`src/rtl/bitty_pkg.sv`:
```
// Shared definitions for the bitty fetch stage: instruction width and FSM states.
package bitty_pkg;

  localparam int INSTR_W = 16;

  typedef enum logic [1:0] {
    IDLE  = 2'd0,
    FETCH = 2'd1,
    ISSUE = 2'd2,
    HALT  = 2'd3
  } fetch_state_t;

endpackage

```
`src/rtl/bitty_imem.sv`:
```
// Single-port synchronous program memory with registered read data.
// The array itself is never reset; only the read register is.
module bitty_imem #(
  parameter int W     = 16,
  parameter int DEPTH = 256,
  parameter int AW    = $clog2(DEPTH)
) (
  input  logic          clk,
  input  logic          rst_n,
  input  logic          we,
  input  logic          re,
  input  logic [AW-1:0] addr,
  input  logic [W-1:0]  wdata,
  output logic [W-1:0]  rdata
);

  logic [W-1:0] mem [DEPTH];

  // Write port: contents persist across reset.
  always_ff @(posedge clk) begin
    if (we) mem[addr] <= wdata;
  end

  // Read register: only loads on a read strobe so the output holds between reads.
  always_ff @(posedge clk or negedge rst_n) begin
    if (!rst_n)  rdata <= '0;
    else if (re) rdata <= mem[addr];
  end

endmodule

```
`src/rtl/bitty_fetch.sv`:
```
// Instruction fetch stage feeding the bitty core one instruction at a time.
//
// Core handshake: run=1 means instr/pc are valid and held stable; the core
// raises done for one cycle when it has finished that instruction. done is
// only honoured while run is high (ISSUE), and may coincide with the first
// cycle of run. After done the stage drops run for one FETCH cycle.
module bitty_fetch #(
  parameter int INSTR_W = bitty_pkg::INSTR_W,
  parameter int DEPTH   = 256,
  parameter int AW      = $clog2(DEPTH)
) (
  input  logic               clk,
  input  logic               rst_n,
  input  logic               wr_en,
  input  logic [AW-1:0]      wr_addr,
  input  logic [INSTR_W-1:0] wr_data,
  output logic               wr_err,
  input  logic               start,
  input  logic               stop,
  input  logic [AW-1:0]      start_addr,
  input  logic [AW-1:0]      end_addr,
  input  logic               done,
  output logic [INSTR_W-1:0] instr,
  output logic               run,
  output logic [AW-1:0]      pc,
  output logic               busy,
  output logic               halted,
  output logic [15:0]        retired
);

  import bitty_pkg::*;

  fetch_state_t  state;
  logic [AW-1:0] end_q;
  logic          wr_ok;
  logic          rd_en;
  logic [AW-1:0] mem_addr;

  // Writes only land while the sequencer is parked; reads only happen in FETCH,
  // so the single port never sees both in the same cycle.
  assign wr_ok    = wr_en && ((state == IDLE) || (state == HALT));
  assign rd_en    = (state == FETCH) && !stop;
  assign mem_addr = wr_ok ? wr_addr : pc;

  bitty_imem #(
    .W     (INSTR_W),
    .DEPTH (DEPTH),
    .AW    (AW)
  ) u_imem (
    .clk   (clk),
    .rst_n (rst_n),
    .we    (wr_ok),
    .re    (rd_en),
    .addr  (mem_addr),
    .wdata (wr_data),
    .rdata (instr)
  );

  // Sequencer: state, PC, end address, retire counter and registered status outputs.
  always_ff @(posedge clk or negedge rst_n) begin
    if (!rst_n) begin
      state   <= IDLE;
      pc      <= '0;
      end_q   <= '0;
      retired <= '0;
      run     <= 1'b0;
      busy    <= 1'b0;
      halted  <= 1'b0;
      wr_err  <= 1'b0;
    end else begin
      wr_err <= wr_en && ((state == FETCH) || (state == ISSUE));
      if (stop) begin
        // Abort wins over start and done: nothing retires, pc stays put.
        state  <= IDLE;
        run    <= 1'b0;
        busy   <= 1'b0;
        halted <= 1'b0;
      end else begin
        case (state)
          IDLE, HALT: begin
            if (start) begin
              end_q   <= end_addr;
              pc      <= start_addr;
              retired <= '0;
              state   <= FETCH;
              busy    <= 1'b1;
              halted  <= 1'b0;
              run     <= 1'b0;
            end
          end
          FETCH: begin
            state <= ISSUE;
            run   <= 1'b1;
            busy  <= 1'b1;
          end
          ISSUE: begin
            if (done) begin
              if (retired != 16'hFFFF) retired <= retired + 16'd1;
              run <= 1'b0;
              if (pc == end_q) begin
                state  <= HALT;
                busy   <= 1'b0;
                halted <= 1'b1;
              end else begin
                // Width AW makes DEPTH-1 roll over to 0.
                pc    <= pc + AW'(1);
                state <= FETCH;
              end
            end
          end
          default: state <= IDLE;
        endcase
      end
    end
  end

endmodule

```
`config.mk`:
```
export PLATFORM = sky130hd
export DESIGN_NAME = bitty_fetch
export DESIGN_NICKNAME = d
export VERILOG_FILES = /design/src/rtl/bitty_pkg.sv /design/src/rtl/bitty_imem.sv /design/src/rtl/bitty_fetch.sv
export SDC_FILE = /design/constraint.sdc
export NUM_CORES = 2
export LEC_CHECK = 0
export CAP_MARGIN = 20
export CORE_AREA = 2 2 600 602
export CTS_BUF_LIST = sky130_fd_sc_hd__clkbuf_2
export CTS_CLUSTER_SIZE = 16
export DETAILED_ROUTE_END_ITERATION = 8
export DIE_AREA = 0 0 602 604
export PLACE_DENSITY = 0.63
export SYNTH_ARGS = -nofsm -noshare
export SYNTH_HDL_FRONTEND = slang
export SYNTH_HIERARCHICAL = 1
export SYNTH_SLANG_ARGS = --single-unit
```
`constraint.sdc`:
```
create_clock -name clk -period 5 [get_ports clk]
set_input_delay 0.5 -clock clk [delete_from_list [all_inputs] [get_ports clk]]
set_output_delay 0.5 -clock clk [all_outputs]
set_load 0.02 [all_outputs]
```
==> results_dict.tcl <==
set metrics [dict create \
    num_rows 220 \
    muxShareOfSynthArea_pct 16.2 \
    die_height_um 604 \
    finalCriticalPeriod_ns 4.98 \
    die-area_um2 364000 \
    detailedRoute.firstPassIterationCount 5 \
    root_buffer_cell "sky130_fd_sc_hd__clkbuf_2" \
    clock_insertion_delay_worst_skew_ns 2.25 \
    synth.largest_area_cell "sky130_fd_sc_hd__edfxtp_1" \
    crit_path_frequent_cell "sky130_fd_sc_hd__buf_4" \
    tritoncts "yes" \
    critical-path-slowest-cell "sky130_fd_sc_hd__o21ai_0" \
    worst_hold_slack_ns 0.370 \
    synth_seq_cells 4150 \
    num_io_pins 90 \
    floorplan.die.width_um 602 \
    worst_hold_path_type "in2reg" \
    synth_cells 7250 \
    fraction_of_synthesized_cell_area_taken_by_the_top_area_cell_type_pct 76.7 \
    max_cap_viol_count 0 \
    required_ns 7.08 \
    place_worst_setup_slack_ns -0.258 \
    vias_per_cell 6.00 \
    drt-wirelength-per-cell_um 31.7 \
    drt.antenna.violating_nets 0 \
    drc_errors 0 \
    first_pass_grt_wire_length_mm 637 \
    cts.sink_count 4150 \
    maximum_number_of_pins_on_one_net_before_global_route_repair 158 \
    synth_edf_count 4096 \
    warnings_from_yosys 6 \
    worst_case_headroom_to_the_max_slew_limit_pct 17.4 \
    grt_setup_unrepaired "no" \
    cp_data_arrival_time_ns 7.06 \
    netlist_top_cells_count "sky130_fd_sc_hd__edfxtp_1 (4096), sky130_fd_sc_hd__mux4_2 (984), sky130_fd_sc_hd__mux2i_1 (311)" \
    finalSetupViolCount 0 \
    cts_made_buffers 1112 \
    synth-main-ff-cell "sky130_fd_sc_hd__edfxtp_1" \
    ir_drop_mv 0.252 \
    wl_mm 454 \
    finalNetCount 8932 \
    placed_inst_area_um2 172000 \
    timing.final.hold_violations 0 \
    totalPowerFinal_mw 83.7 \
    fmax_mhz 201 \
    synth_sequential_area_ratio_pct 77.6 \
    critical_path.max_fanout 17 \
    synth-compound-area-share_pct 2.52 \
    synthMostInstantiatedCell "sky130_fd_sc_hd__edfxtp_1" \
    run_status "complete, no violations" \
    worstSetupStartpointType "flip-flop" \
    period_share_pct 99.6 \
    grt_util_all_layers_pct 25.0 \
    route.vias.total 85800 \
    cell_chain_critical_path "inv_1 > ha_1 > nand2_4 > buf_4 > mux2_4 > buf_4 > nand2b_2 > buf_4 > o22ai_1 > o21ai_0 > nand4_1 > o22a_1" \
    power.leakage_nw 60.1 \
    cts_h_tree_lvls 7 \
    post_synth_and_or_nand_nor_area_fraction_pct 2.07 \
    tightestPinTransition_ns 1.24 \
    via_count_of_the_first_global_routing_pass 86300 \
    cts.clk_slew.worst_paths_ns 0.10 \
    worst_stage_delay_on_the_critical_path_ns 0.85 \
    combinational_family_with_the_most_area_after_synthesis "multiplexers" \
    final_layout_size_suffix_gt1_share_pct 36.8 \
    globalplace.congestion 0.896 \
    net_count_after_synthesis 7301 \
    timing_worst_setup_path_type "reg2reg" \
    grt_remaining_overflow 0 \
    yosysUniqueCellTypes 72 \
    synth_async_sr_flop_share_pct 1.30 \
    powerDensity_nw_per_um2 459 \
    dp.final_hpwl_mm 274 \
    synth_area_um2 160000 \
    layout-area-overhead-vs-synth_pct 13.7 \
    maxSlewViolCount 0 \
    post_synth_xor_area_fraction_pct 0.0437 \
    worst_setup_path_end_kind "flip-flop" \
    postLayoutSetupSlackWorst_ns 0.0206 \
    max-clock-path-buffers 5 \
    portBuffers 89 \
    final_design_area_no_fill_um2 182000 \
    dr.first_iter.drc_count 12400 \
    clock-skew-final_ns 0.278 \
    netlist_top_cells_area "sky130_fd_sc_hd__edfxtp_1 (77%), sky130_fd_sc_hd__mux4_2 (14%), sky130_fd_sc_hd__mux2i_1 (1.9%)" \
    initial_antenna_violation_count 28 \
    avgSynthCellArea_um2 22.1 \
    initial_core_utilization_pct 44.8 \
    core_area_um2 358000 \
    synthAdderAreaFrac_pct 0.0390 \
]
==> per-stage QoR <==
stage,util [%],setup TNS [ns],cells
final,51.0,0,14300
after global routing,51.0,0,14300
after CTS,50.9,0,14300
after detailed placement,48.0,-0.691,12400
after global placement,48.0,-0.736,12400
after floorplan,-,0,7250
==> path summary, 6_finish.rpt <==
path | from | endpoint | slack, ns | cells past startpoint
max | state[0] | u_imem/rdata[5] | 0.02 | 12
min | wr_addr[6] | u_imem/rdata[9] | 0.37 | 6
max reg2reg | state[0] | u_imem/rdata[5] | 0.02 | 12
min reg2reg | run | run | 0.55 | 2
max in group asynchronous | rst_n | end_q[0] | 3.96 | 7
min in group asynchronous | rst_n | retired[0] | 0.56 | 7
==> cells in the final DEF, fill, tap and decap left out, types with 82 or more instances in the layout <==
| master | count |
|---|---|
| sky130_fd_sc_hd__buf_12 | 82 |
| sky130_fd_sc_hd__buf_4 | 623 |
| sky130_fd_sc_hd__clkbuf_2 | 1520 |
| sky130_fd_sc_hd__clkinv_1 | 166 |
| sky130_fd_sc_hd__dlygate4sd3_1 | 126 |
| sky130_fd_sc_hd__edfxtp_1 | 4096 |
| sky130_fd_sc_hd__mux2i_1 | 311 |
| sky130_fd_sc_hd__mux4_2 | 984 |
| sky130_fd_sc_hd__nand2_1 | 158 |
| sky130_fd_sc_hd__nor2_1 | 209 |
| sky130_fd_sc_hd__o22ai_1 | 130 |
==> state kept, by name, indices dropped and copies added, names as in the netlist <==
signal        count
u_imem/mem     4096
retired          16
u_imem/rdata     16
end_q             8
pc                8
state             2
busy              1
halted            1
run               1
wr_err            1
==> layout make-up <==
class	count	area [µm²]
diodes	23	57.6
clock buffers	1520	7610
clock inverters	211	1150
fillers	28500	175000
inverters	9	45.0
multi-input cells	2670	34100
flip-flops and latches	4150	124000
well taps	4773	5970
repair buffers	938	9020
==> what timing repair did <==
| item | in CTS | in global routing |
|---|---|---|
| hold buffers | 143 | 0 |
| pin swaps | 0 | 0 |
| endpoints found under the hold margin | 4319 | 0 |
| endpoints found under the setup margin | 2 | 5 |
| resized for setup | 2 | 6 |
| cloned | 0 | 1 |
| buffers inserted | 0 | 0 |
==> worst max-delay path, delay by kind of cell (launching register included) <==
kind	cells	cell delay (ns)
and+or+nand+nor	3	1.23
buffers and inverters	4	1.09
muxes	1	0.48
AOI/OAI and AO/OA	3	1.28
adders and majority gates	1	0.42
DFF	1	0.41
==> cells by family after synthesis <==
logic type / Yosys count
flops: 4150
mux: 1362
simple gates: 709
compound gates: 585
buf+inv: 431
xor+xnor: 8
fa+ha+maj: 5
==> power breakdown <==
part	internal, mW	switching [mW]
Clock	8.71	13.1
Sequential	38.5	0.346
Combinational	9.16	13.9
==> per-layer routing <==
layer	up-vias	wire length [µm]	track usage (%)
li1	34600	-	-
met1	45200	175000	33.9
met2	5127	214000	38.4
met3	835	47900	6.38
met4	0	17400	11.1
met5	-	0	0
Power figures use the tool's default switching activity.
